## src/rtl/fp_addsub_param.sv

```systemverilog
// Parametrised floating-point add/subtract: RNE rounding, flush-to-zero, IEEE exception flags.
// Latency 5 cycles from accept to out_valid; one op in flight, result held in OUTPUT until out_ready.
module fp_addsub_param #(
    parameter int EXP_W = 8,
    parameter int MAN_W = 23,
    localparam int W    = 1 + EXP_W + MAN_W
) (
    input  logic         clk,
    input  logic         rst,
    input  logic         in_valid,
    output logic         in_ready,
    input  logic [W-1:0] in_a,
    input  logic [W-1:0] in_b,
    input  logic         in_sub,
    output logic         out_valid,
    input  logic         out_ready,
    output logic [W-1:0] out_z,
    output logic [3:0]   out_flags,
    output logic         busy
);
    localparam logic [2:0] IDLE   = 3'd0;
    localparam logic [2:0] UNPACK = 3'd1;
    localparam logic [2:0] ALIGN  = 3'd2;
    localparam logic [2:0] ADD    = 3'd3;
    localparam logic [2:0] NORM   = 3'd4;
    localparam logic [2:0] ROUND  = 3'd5;
    localparam logic [2:0] OUTPUT = 3'd6;

    localparam int SW   = MAN_W + 3;
    localparam int MAXE = (1 << EXP_W) - 1;
    localparam logic [W-1:0] QNAN = {1'b0, {EXP_W{1'b1}}, 1'b1, {(MAN_W-1){1'b0}}};

    logic [2:0]   state;
    logic [W-1:0] a_r, b_r;
    logic         sub_r;

    // unpack stage
    logic [EXP_W-1:0] ea, eb;
    logic [MAN_W-1:0] ma, mb;
    logic             sa, sb, a_nan, b_nan, a_inf, b_inf;
    logic             sp_vld;
    logic [W-1:0]     sp_z;
    logic [3:0]       sp_f;
    logic             u_sa, u_sb, spec_vld;
    logic [EXP_W-1:0] u_ea, u_eb;
    logic [MAN_W:0]   u_ma, u_mb;
    logic [W-1:0]     spec_z;
    logic [3:0]       spec_f;

    always_comb begin
        ea = a_r[W-2:MAN_W];
        eb = b_r[W-2:MAN_W];
        ma = a_r[MAN_W-1:0];
        mb = b_r[MAN_W-1:0];
        sa = a_r[W-1];
        sb = b_r[W-1] ^ sub_r;
        a_nan = (&ea) && (ma != '0);
        b_nan = (&eb) && (mb != '0);
        a_inf = (&ea) && (ma == '0);
        b_inf = (&eb) && (mb == '0);
        sp_vld = 1'b1;
        sp_z   = QNAN;
        sp_f   = 4'b0000;
        if (a_nan || b_nan)
            sp_f = {(a_nan && !ma[MAN_W-1]) || (b_nan && !mb[MAN_W-1]), 3'b000};
        else if (a_inf && b_inf && (sa != sb))
            sp_f = 4'b1000;
        else if (a_inf)
            sp_z = {sa, {EXP_W{1'b1}}, {MAN_W{1'b0}}};
        else if (b_inf)
            sp_z = {sb, {EXP_W{1'b1}}, {MAN_W{1'b0}}};
        else
            sp_vld = 1'b0;
    end

    // align stage: larger magnitude first, barrel-shift the smaller with sticky collection
    logic             swap;
    logic [MAN_W:0]   sig_l, sig_s;
    logic [EXP_W-1:0] exp_l, exp_s;
    int               dcap;
    logic [2*SW-1:0]  wide;
    logic             al_sign, al_sub, al_negz;
    logic [EXP_W-1:0] al_exp;
    logic [SW:0]      al_big, al_small;

    always_comb begin
        swap  = {u_eb, u_mb} > {u_ea, u_ma};
        sig_l = swap ? u_mb : u_ma;
        sig_s = swap ? u_ma : u_mb;
        exp_l = swap ? u_eb : u_ea;
        exp_s = swap ? u_ea : u_eb;
        dcap  = int'(exp_l) - int'(exp_s);
        if (dcap > SW)
            dcap = SW;
        wide = {sig_s, 2'b00, {SW{1'b0}}} >> dcap;
    end

    // add and normalise
    logic [SW+1:0]    ad_sum;
    logic [EXP_W-1:0] ad_exp;
    logic             ad_sign, ad_negz;
    int               lzc;
    logic [SW:0]      nm;
    logic signed [31:0] ne;
    logic             n_zero, n_sign, n_negz;

    always_comb begin
        lzc = SW + 1;
        for (int i = 0; i <= SW; i++)
            if (ad_sum[i])
                lzc = SW - i;
    end

    // round and final result selection
    logic [MAN_W+1:0]   sig_r;
    logic               rup, inexact;
    logic signed [31:0] exp_f;
    logic [MAN_W-1:0]   man_f;
    logic [W-1:0]       res_z;
    logic [3:0]         res_f;

    always_comb begin
        inexact = nm[2] | nm[1] | nm[0];
        rup     = nm[2] & (nm[1] | nm[0] | nm[3]);
        sig_r   = {1'b0, nm[SW:3]} + {{(MAN_W+1){1'b0}}, rup};
        exp_f   = ne + (sig_r[MAN_W+1] ? 32'sd1 : 32'sd0);
        man_f   = sig_r[MAN_W+1] ? sig_r[MAN_W:1] : sig_r[MAN_W-1:0];
        if (spec_vld) begin
            res_z = spec_z;
            res_f = spec_f;
        end else if (n_zero) begin
            res_z = {n_negz, {(W-1){1'b0}}};
            res_f = 4'b0000;
        end else if (exp_f >= MAXE) begin
            res_z = {n_sign, {EXP_W{1'b1}}, {MAN_W{1'b0}}};
            res_f = 4'b0101;
        end else if (exp_f <= 0) begin
            res_z = {n_sign, {(W-1){1'b0}}};
            res_f = 4'b0011;
        end else begin
            res_z = {n_sign, exp_f[EXP_W-1:0], man_f};
            res_f = {3'b000, inexact};
        end
    end

    always_ff @(posedge clk) begin
        if (rst) begin
            state     <= IDLE;
            out_z     <= '0;
            out_flags <= 4'b0000;
        end else begin
            case (state)
                IDLE: if (in_valid) begin
                    state     <= UNPACK;
                    out_flags <= 4'b0000;
                end
                UNPACK: state <= ALIGN;
                ALIGN:  state <= ADD;
                ADD:    state <= NORM;
                NORM:   state <= ROUND;
                ROUND: begin
                    state     <= OUTPUT;
                    out_z     <= res_z;
                    out_flags <= res_f;
                end
                OUTPUT: if (out_ready) state <= IDLE;
                default: state <= IDLE;
            endcase
        end
    end

    // datapath registers need no reset: they are always rewritten before being observed
    always_ff @(posedge clk) begin
        if (state == IDLE) begin
            a_r   <= in_a;
            b_r   <= in_b;
            sub_r <= in_sub;
        end
        if (state == UNPACK) begin
            u_sa     <= sa;
            u_sb     <= sb;
            u_ea     <= ea;
            u_eb     <= eb;
            u_ma     <= (ea == '0) ? '0 : {1'b1, ma};
            u_mb     <= (eb == '0) ? '0 : {1'b1, mb};
            spec_vld <= sp_vld;
            spec_z   <= sp_z;
            spec_f   <= sp_f;
        end
        if (state == ALIGN) begin
            al_sign  <= swap ? u_sb : u_sa;
            al_sub   <= u_sa != u_sb;
            al_negz  <= u_sa & u_sb;
            al_exp   <= exp_l;
            al_big   <= {sig_l, 3'b000};
            al_small <= {wide[2*SW-1:SW], |wide[SW-1:0]};
        end
        if (state == ADD) begin
            ad_sum  <= al_sub ? ({1'b0, al_big} - {1'b0, al_small})
                              : ({1'b0, al_big} + {1'b0, al_small});
            ad_exp  <= al_exp;
            ad_sign <= al_sign;
            ad_negz <= al_negz;
        end
        if (state == NORM) begin
            nm     <= ad_sum[SW+1] ? {ad_sum[SW+1:2], ad_sum[1] | ad_sum[0]} : (ad_sum[SW:0] << lzc);
            ne     <= int'(ad_exp) + (ad_sum[SW+1] ? 1 : -lzc);
            n_zero <= ad_sum == '0;
            n_sign <= ad_sign;
            n_negz <= ad_negz;
        end
    end

    assign in_ready  = state == IDLE;
    assign out_valid = state == OUTPUT;
    assign busy      = state != IDLE;
endmodule

```

## config.mk

```make
export PLATFORM = sky130hd
export DESIGN_NAME = fp_addsub_param
export DESIGN_NICKNAME = d
export VERILOG_FILES = /design/src/rtl/fp_addsub_param.sv
export SDC_FILE = /design/constraint.sdc
export NUM_CORES = 1
export LEC_CHECK = 0
export BUFFER_PORTS_ARGS = -buffer_cell sky130_fd_sc_hd__buf_2
export CORE_ASPECT_RATIO = 0.5
export CORE_MARGIN = 8
export CORE_UTILIZATION = 45
export CTS_CLUSTER_SIZE = 14
export DETAILED_ROUTE_END_ITERATION = 8
export GPL_TIMING_DRIVEN = 0
export SLEW_MARGIN = 20
export SYNTH_ARGS = -nofsm -noshare
export SYNTH_HDL_FRONTEND = slang
export SYNTH_SLANG_ARGS = --single-unit
```

## constraint.sdc

```tcl
create_clock -name clk -period 8.85 [get_ports clk]
set_input_delay 1.3275 -clock clk [delete_from_list [all_inputs] [get_ports clk]]
set_output_delay 1.3275 -clock clk [all_outputs]
set_load 0.02 [all_outputs]
```

==> flow_summary.ini, run 1 <==
[run_status]
status = complete, no violations

[floorplan]
die_area_sq_um = 53180
row_count = 55
coreArea_sq_um = 45140
ioPinCount = 108
initial_core_util_pct = 45.53
die_w_microns = 318.2
die_h_microns = 167.1

[clock_network]
htree_levels = 2
cts.clk_slew.worst_paths_ps = 60
clock_latency_ps = 540
postCtsHoldBufs = 0
cts_num_sinks = 335
cts_tree = built
clock_path_buffers = 3
cts_root_buf = clkbuf_16
numCtsBuffers = 34

[yosys]
ys_seq_area_share_pct = 47.04
synthCells = 2064
ys_seq_elements = 335
ys_warn_count = 0
async_reset_ff_share_pct = 0
synth_area_leaders = edfxtp_1 43%, ha_1 5.8%, a21oi_1 4.3%
synth_edf_count = 296
post-synth-top-area-fraction_pct = 43.25
synth_area_per_cell_sq_um = 9.958
syn_area_sq_um = 20550
synth_top_cell_by_area = edfxtp_1
synth_cell_type_count = 89
syn-num-nets = 2231
ys.flop_type = edfxtp_1

[power]
p_per_area_nw_per_um2 = 203.4
power_frac_clock_pct = 31.1
switching_share_pct = 32.64
p_leak_nw = 8.853
internal_power_mw = 3.175
power_frac_comb_pct = 27.9
power_switching_mw = 1.538
peakVddDrop_mv = 0.1222
seqPwrFrac_pct = 41.1

[timing]
maxSlewViolCount = 0
fin_ws_ps = 798.3
report.final.setup_viol = 0
clock_skew_ps = 27.63
slew_headroom_pct = 42.85
fmax_mhz = 124.2
setup-tns-final_ps = 0
min_period_ps = 8052
tightest_slew_ps = 849.4
rsz0062_at_grt = no
finalHoldViolCount = 0
finalCritPeriodShare_pct = 90.98

[hold_path]
hp-class = reg -> reg

[drt]
finalWirelength_microns = 57510
dr.pass1.iters = 7
drc = 0
wire_per_inst_microns = 20.27
drt-initial-drc-count = 1354
ant_nets = 0
routed_via_density = 5.765
vias = 16355

[worst_setup_path]
crit_type = reg -> reg
endpoint_kind = flop
required_ps = 9140
crit_path_max_fanout = 19
crit_path_start_kind = flop
critPathArrivalTime_ps = 8340

[place]
dpl.hpwl_microns = 45110
place_congestion = 0.9770
dpl_cell_area_sq_um = 22050
place_inst = 2781
pre_cts_ws_ps = -519.4
portBuffers = 107

[global_route]
overflow = 0
grt_max_degree = 63
first_global_vias = 15616
grt_antenna_before_repair = 4
grt_pass1_wl_microns = 89850
grtUsageTotal_pct = 20.72

[cells_and_area]
stdcell_count = 2837
nets = 2384
syn2layout_area_growth_pct = 12.75
postLayoutCellArea_sq_um = 23170
antenna_cells = 0
drive_gt1_share_pct = 12.15

[run]
maxCapViolCount = 0
-- area by class of cell --
type	count	area, sq um
Buffer	90	376.6
Sequential cell	335	9669
Clock inverter	15	156.4
Timing Repair Buffer	119	719.4
Multi-Input combinational cell	1517	10090
Clock buffer	43	957.2
Fill cell	4174	21970
Inverter	120	452.9
Tap cell	598	748.2
-- logic make-up after synthesis --
kind of cell / synth area share [%]
AO/OA/AOI/OAI: 17.11
XOR/XNOR: 2.983
adder cells (fa/ha/maj): 6.039
buffers and inverters: 4.042
flip-flops: 47.04
multiplexers: 6.337
AND/OR/NAND/NOR: 16.44
-- registers in the layout, summed over array words and instances (netlist names), 2 cells and up --
name	cells
ne	31
al_big	24
spec_z	2
out_z	32
al_small	27
u_ma	24
b_r	32
u_eb	8
nm	27
state	3
ad_exp	8
al_exp	8
out_flags	4
u_ea	8
u_mb	24
a_r	32
ad_sum	28
-- Yosys cell counts (all sizes together), types with 7 or more instances --
| cell | instances |
|---|---|
| a211oi | 7 |
| a21boi | 21 |
| a21o | 21 |
| a21oi | 176 |
| a221oi | 9 |
| a22o | 11 |
| a22oi | 28 |
| a31oi | 21 |
| and2 | 65 |
| and3 | 20 |
| buf | 27 |
| clkbuf | 65 |
| dfxtp | 39 |
| edfxtp | 296 |
| ha | 96 |
| inv | 119 |
| mux2 | 48 |
| mux2i | 75 |
| nand2 | 155 |
| nand2b | 19 |
| nand3 | 55 |
| nand4 | 30 |
| nor2 | 183 |
| nor2b | 16 |
| nor3 | 64 |
| nor3b | 8 |
| nor4 | 29 |
| o211ai | 18 |
| o21a | 10 |
| o21ai | 109 |
| o21bai | 19 |
| o221ai | 7 |
| o22ai | 14 |
| o31ai | 14 |
| or3 | 17 |
| or4 | 7 |
| xnor2 | 46 |
| xor2 | 24 |
-- final timing paths --
kind	startpoint	endpoint	slack, ps	cells after the start
max	u_eb[4]$_DFFE_PP_	al_small[0]$_DFFE_PP_	800	27
min reg2reg	ad_sign$_DFFE_PP_	n_sign$_DFFE_PP_	420	0
min	ad_sign$_DFFE_PP_	n_sign$_DFFE_PP_	420	0
max reg2reg	u_eb[4]$_DFFE_PP_	al_small[0]$_DFFE_PP_	800	27
-- layout by cell type, fill, tap and decap left out, types with 8 or more instances in the layout --
master and instances:
and2_1 65, nand2b_1 19, or3_1 17, a22oi_1 25
a21oi_1 175, mux2i_1 74, nor2_1 177, inv_1 118
xor2_1 24, buf_1 8, a21boi_0 19, nand2_1 155
nor4_1 27, nor2b_1 14, o31ai_1 14, o22ai_1 13
and3_1 20, o21ai_0 101, ha_1 96, edfxtp_1 296
o21a_1 10, nor3_1 62, a22o_1 11, nand4_1 30
clkbuf_1 67, clkbuf_16 36, o211ai_1 17, mux2_2 46
buf_2 123, nand3_1 54, a31oi_1 21, xnor2_1 46
o21bai_1 19, dfxtp_1 39, a21o_1 21
-- timing repair --
action / in CTS / in global routing
buffers inserted: 0 / 0
gates resized for setup: 2 / 4
setup endpoints to repair: 12 / 3
-- power by group through the flow --
stage                     clock [mW]  combinational, mW  sequential [mW]
final                           1.46               1.31             1.94
after global routing            1.55               1.42             1.95
after CTS                       1.49               1.28             1.94
after detailed placement           0               1.28             1.97
after global placement             0               1.27             1.98
after floorplan                    0              0.901             1.95
-- per-layer routing --
metal  GRT usage [%]  wire (microns)
met1           30.20           27720
met3           3.044            3710
met2           32.43           24830
met5               0               0
met4           4.770            1251
-- per-stage QoR --
stage	total power [mW]	utilization [%]	hold WS [ps]
global placement	3.249	48.37	402.3
finish	4.713	51.34	415.2
detailed placement	3.248	48.85	404.5
floorplan	2.849	-	400.3
CTS	4.710	51.32	419.7
global route	4.921	51.34	425.9
-- worst max-delay path: stages (launching register included) --
cell and delay (ps):
edfxtp_1 430, ha_1 400, a21o_1 210, a211o_1 290, o221ai_1 250, nand2_1 100
o211ai_2 300, buf_6 210, buf_2 260, buf_2 380, clkbuf_4 430, a31oi_1 150
ha_1 300, clkbuf_1 400, inv_1 320, nor2_2 330, o21ai_0 150, o21a_1 140
or3_1 440, o21ai_2 390, nor2_4 130, mux2i_1 170, mux2i_1 390, o221ai_1 240
a2111oi_0 500, and3_1 230, o21ai_1 70, a21o_1 160
Power figures use the tool's default switching activity.
==> inputs of run 2 (changes only) <==
--- a/config.mk
+++ b/config.mk
@@ -12,6 +12,7 @@
 export CTS_CLUSTER_SIZE = 14
 export DETAILED_ROUTE_END_ITERATION = 8
 export GPL_TIMING_DRIVEN = 0
+export REMOVE_ABC_BUFFERS = 1
 export SLEW_MARGIN = 20
 export SYNTH_ARGS = -nofsm -noshare
 export SYNTH_HDL_FRONTEND = slang
==> run 2 against run 1 <==
Net effect:
- non-clock buffer count fell by 79
- first-iteration DRC count fell by 17%
- register-to-register slack improved by 590 ps
- core utilization fell by 0.26 points
- clock skew fell by 4.6 ps
- sequential power barely moved
- largest cell class unchanged
==> flow_summary.ini, run 2 (synthesized netlist as in run 1, its figures left out) <==
[worst_setup_path]
required_ps = 9140
crit_type = reg -> reg
endpoint_kind = flop
cpPeakStageDelay_ps = 940
cpMostUsedCell = nor3_1
crit_chain = ha_1, nand3_1, nor3_1, a221oi_2, nand3_1, o211ai_4, buf_16, nor2_1, a31oi_1, ha_1, inv_1, nor2_1, o21ai_0, o21a_1, nor3_1, a21oi_1, a22oi_2, nor3_1, a21oi_1, nand2_1, o22a_1, nor4_1, nand4_1, a21o_1
slowest_stage = ha_1
rr_worst_depth = 24
crit_path_start_kind = flop
critPathArrivalTime_ps = 7750
crit_path_max_fanout = 27

[timing]
finalCritPeriodShare_pct = 84.26
min_period_ps = 7457
clock_skew_ps = 23.06
tightest_slew_ps = 1100
whs_ps = 419.9
finalHoldViolCount = 0
setup-tns-final_ps = 0
fin_ws_ps = 1393
fmax_mhz = 134.1
rsz0062_at_grt = no
report.final.setup_viol = 0
slew_headroom_pct = 26.39
maxSlewViolCount = 0

[clock_network]
cts_num_sinks = 335
cts_tree = built
numCtsBuffers = 35
cts_root_buf = clkbuf_16
htree_levels = 2
clock_latency_ps = 530
cts.clk_slew.worst_paths_ps = 60
post_cts_buffers = 0
cts_resized = 0
postCtsHoldBufs = 0
clock_path_buffers = 3

[cells_and_area]
drive_gt1_share_pct = 12.73
layout_commonest_cell = edfxtp_1
final_cell_mix = 296 x edfxtp_1, 178 x nor2_1, 174 x a21oi_1, 153 x nand2_1, 118 x inv_1
utilization_pct = 51.08
postLayoutCellArea_sq_um = 23060
syn2layout_area_growth_pct = 12.19
nets = 2306
top_regs = a_r: 32 flops, b_r: 32 flops, out_z: 32 flops
stdcell_count = 2758
antenna_cells = 0

[floorplan]
die_w_microns = 318.2
die_h_microns = 167.1
coreArea_sq_um = 45140
die_area_sq_um = 53180
row_count = 55
ioPinCount = 108
initial_core_util_pct = 45.53

[drt]
routed_via_density = 5.673
dr.pass1.iters = 5
drt-initial-drc-count = 1126
ant_nets = 0
wire_per_inst_microns = 18.50
drc = 0
vias = 15646
finalWirelength_microns = 51030

[global_route]
overflow = 0
grtUsageTotal_pct = 18.49
grt_max_degree = 61
grt_antenna_before_repair = 0
first_global_vias = 14804
grt_pass1_wl_microns = 81560

[power]
p_per_area_nw_per_um2 = 199.9
peakVddDrop_mv = 0.1619
power.total_mw = 4.609
p_leak_nw = 8.784

[run]
maxCapViolCount = 0

[place]
dpl_cell_area_sq_um = 21990
dpl.hpwl_microns = 38880
pre_cts_ws_ps = 1515
portBuffers = 107
place_congestion = 0.9457
place_inst = 2700

[run_status]
status = complete, no violations

[hold_path]
hold_path_depth = 0
hp-class = reg -> reg
## run 2: cell types whose count changed in the layout (fill, tap and decap cells not counted), moves of 2 or more
cell | previous run | this run
buf_1 | 8 | 0
buf_16 | 2 | 8
nand2_2 | 0 | 2
a21boi_1 | 2 | 0
clkinv_4 | 1 | 3
nand2_1 | 155 | 153
clkinvlp_4 | 1 | 4
buf_2 | 123 | 107
o21ai_1 | 5 | 3
o21ai_2 | 3 | 5
clkbuf_1 | 67 | 2
buf_8 | 0 | 2
bufinv_16 | 3 | 1
## run 2: worst max-delay path, delay by kind of cell (launching register included)
family | cells | cell delay (ps)
and+or+nand+nor | 10 | 2400
AOI/OAI and AO/OA | 10 | 2350
adders and majority gates | 2 | 1520
buffers and inverters | 2 | 480
DFF | 1 | 440
## run 2: layer usage
| layer | track usage, % | vias to the layer above | wire length, microns |
|---|---|---|---|
| met3 | 3.296 | 85 | 2888 |
| met5 | 0 | - | 0 |
| met2 | 27.27 | 434 | 21160 |
| li1 | - | 7820 | - |
| met1 | 27.66 | 7307 | 25750 |
| met4 | 4.967 | 0 | 1227 |
## run 2: cell type report
type	instances	area (sq um)
sequential	335	9669
multi-input combinational	1517	10160
clock inverter	18	141.4
fill	4115	22080
timing repair buffer	130	957.2
tap	598	748.2
clock buffer	40	924.6
inverter	120	452.9
## run 2: path summary, 6_finish.rpt
path,startpoint,to,slack [ps]
max reg2reg,u_eb[0]$_DFFE_PP_,al_small[0]$_DFFE_PP_,1390
min reg2reg,al_sign$_DFFE_PP_,ad_sign$_DFFE_PP_,420
min,al_sign$_DFFE_PP_,ad_sign$_DFFE_PP_,420
max,u_eb[0]$_DFFE_PP_,al_small[0]$_DFFE_PP_,1390
## run 2: power breakdown
part           switching, mW  internal [mW]  total [mW]
Combinational          0.809          0.467        1.28
Sequential            0.0707           1.87        1.94
Clock                  0.613          0.782        1.40
==> inputs of run 3 (changes only) <==
==> constraint.sdc (replaced) <==
create_clock -name clk -period 6.36 [get_ports clk]
set_input_delay 0.954 -clock clk [delete_from_list [all_inputs] [get_ports clk]]
set_output_delay 0.954 -clock clk [all_outputs]
set_load 0.02 [all_outputs]
==> run 3 against run 2 <==
Net effect:
- setup slack worse by 1100 ps
- via count up 1.5%
- wire length up 1.2%
- first-iteration DRC count up 14%
- global-route usage up 0.11 points
- count of clock-buffer cells in the layout unchanged
==> flow_summary.ini, run 3 (synthesized netlist as in run 1, its figures left out) <==
[floorplan]
die_area_sq_um = 53180
ioPinCount = 108
die_h_microns = 167.1
coreArea_sq_um = 45140
die_w_microns = 318.2
row_count = 55
initial_core_util_pct = 45.53

[place]
portBuffers = 107
dpl.hpwl_microns = 38880
dpl_cell_area_sq_um = 21990
place_inst = 2700
place_congestion = 0.9457
pre_cts_ws_ps = -975.1

[clock_network]
cts.clk_slew.worst_paths_ps = 60
postCtsHoldBufs = 0
cts_root_buf = clkbuf_16
clock_path_buffers = 3
clock_latency_ps = 530
cts_tree = built
cts_num_sinks = 335
numCtsBuffers = 35
htree_levels = 2

[timing]
report.final.setup_viol = 0
clock_skew_ps = 17.47
fin_ws_ps = 256.3
whs_ps = 419.9
maxSlewViolCount = 0
finalHoldViolCount = 0
slew_headroom_pct = 28.21
fmax_mhz = 163.8
rsz0062_at_grt = no
finalCritPeriodShare_pct = 95.97
min_period_ps = 6104
setup-tns-final_ps = 0
tightest_slew_ps = 1073

[cells_and_area]
syn2layout_area_growth_pct = 14.39
fill_cells = 4075
final_cell_mix = 296 x edfxtp_1, 176 x nor2_1, 170 x a21oi_1, 152 x nand2_1, 118 x inv_1
antenna_cells = 0
nets = 2335
drive_gt1_share_pct = 15.26
layout_commonest_cell = edfxtp_1
postLayoutCellArea_sq_um = 23510
top_regs = a_r: 32 flops, b_r: 32 flops, out_z: 32 flops
utilization_pct = 52.08
stdcell_count = 2787

[hold_path]
hp-class = reg -> reg
hp-start = al_sign$_DFFE_PP_
hold_path_depth = 0
hold_path_end = ad_sign$_DFFE_PP_

[worst_setup_path]
rr_worst_depth = 25
crit_path_start_kind = flop
r2r_slack_ps = 260
endpoint_kind = flop
crit_path_max_fanout = 25
reg2reg_to = al_small[0]$_DFFE_PP_
required_ps = 6640
crit_type = reg -> reg
critPathArrivalTime_ps = 6390
r2r-start = u_ea[4]$_DFFE_PP_

[power]
power_switching_mw = 2.137
p_leak_nw = 8.957
power_frac_comb_pct = 29.5
power_frac_clock_pct = 29.5
power.total_mw = 6.575
p_per_area_nw_per_um2 = 279.6
internal_power_mw = 4.438
peakVddDrop_mv = 0.2258
switching_share_pct = 32.50
seqPwrFrac_pct = 41.0

[drt]
finalWirelength_microns = 51620
drt-initial-drc-count = 1279
routed_via_density = 5.697
ant_nets = 0
vias = 15878
drc = 0
dr.pass1.iters = 5
wire_per_inst_microns = 18.52

[global_route]
grt_max_degree = 61
first_global_vias = 14872
overflow = 0
grt_pass1_wl_microns = 81990
grt_antenna_before_repair = 0
grtUsageTotal_pct = 18.60

[run]
maxCapViolCount = 0

[run_status]
status = complete, no violations
[run 3: cell count changes in the layout (fill, tap and decap cells not counted), sizes merged]
cell,previous run,this run
buf,130,158
mux2i,75,76
[run 3: area by class of cell]
cell class	instances	area, sq um	area share, %
clock buffer	40	924.6	3.933
timing repair buffer	158	1192	5.072
tap	598	748.2	3.182
inverter	120	452.9	1.926
sequential	335	9669	41.13
clock inverter	18	141.4	0.6014
multi-input combinational	1518	10380	44.16
[run 3: what timing repair did]
item / CTS / global route
pin swaps: 6 / 11
setup endpoints to repair: 44 / 44
buffers inserted: 5 / 23
gates cloned: 1 / 0
gates resized for setup: 20 / 23
[run 3: per-layer routing]
metal	global-route usage (%)	wire (microns)
met1	27.88	25620
met5	0	0
met4	4.711	1215
met3	3.104	3126
met2	27.65	21650
[run 3: power by group through the flow]
stage | logic [mW] | clock network [mW] | registers (mW)
2_1_floorplan | 1.21 | 0 | 2.72
3_3_place_gp | 1.66 | 0 | 2.76
6_report | 1.94 | 1.94 | 2.70
4_1_cts | 1.80 | 2.00 | 2.70
3_5_place_dp | 1.74 | 0 | 2.74
5_1_grt | 2.09 | 2.08 | 2.71
[run 3: worst max path at each step]
stage / cells past startpoint / endpoint / slack (ps) / startpoint
after floorplan: 20 / al_small[0]$_DFFE_PP_ / -2390 / u_eb[0]$_DFFE_PP_
after global placement: 19 / al_small[0]$_DFFE_PP_ / -5400 / u_ea[0]$_DFFE_PP_
after detailed placement: 24 / al_small[0]$_DFFE_PP_ / -980 / u_mb[15]$_SDFFCE_PN0P_
after CTS: 24 / al_small[0]$_DFFE_PP_ / -130 / u_ea[4]$_DFFE_PP_
after global routing: 24 / al_small[0]$_DFFE_PP_ / 40 / u_mb[15]$_SDFFCE_PN0P_
final: 25 / al_small[0]$_DFFE_PP_ / 260 / u_ea[4]$_DFFE_PP_
[run 3: worst max-delay path: stages (launching register included)]
cell,delay [ps]
edfxtp_1,410
inv_1,60
ha_1,390
a21o_1,200
a211o_1,300
o221ai_2,230
nand2_1,150
o211ai_4,260
buf_16,210
nor2_1,80
a31oi_2,200
ha_4,260
inv_1,270
nor2_4,130
nor4_1,200
o21a_1,180
nor3_2,80
a21oi_2,480
nand2_2,260
mux2_2,300
nor2_1,40
o311ai_1,440
mux2i_1,180
a31oi_1,200
nand4_1,140
a21o_1,200
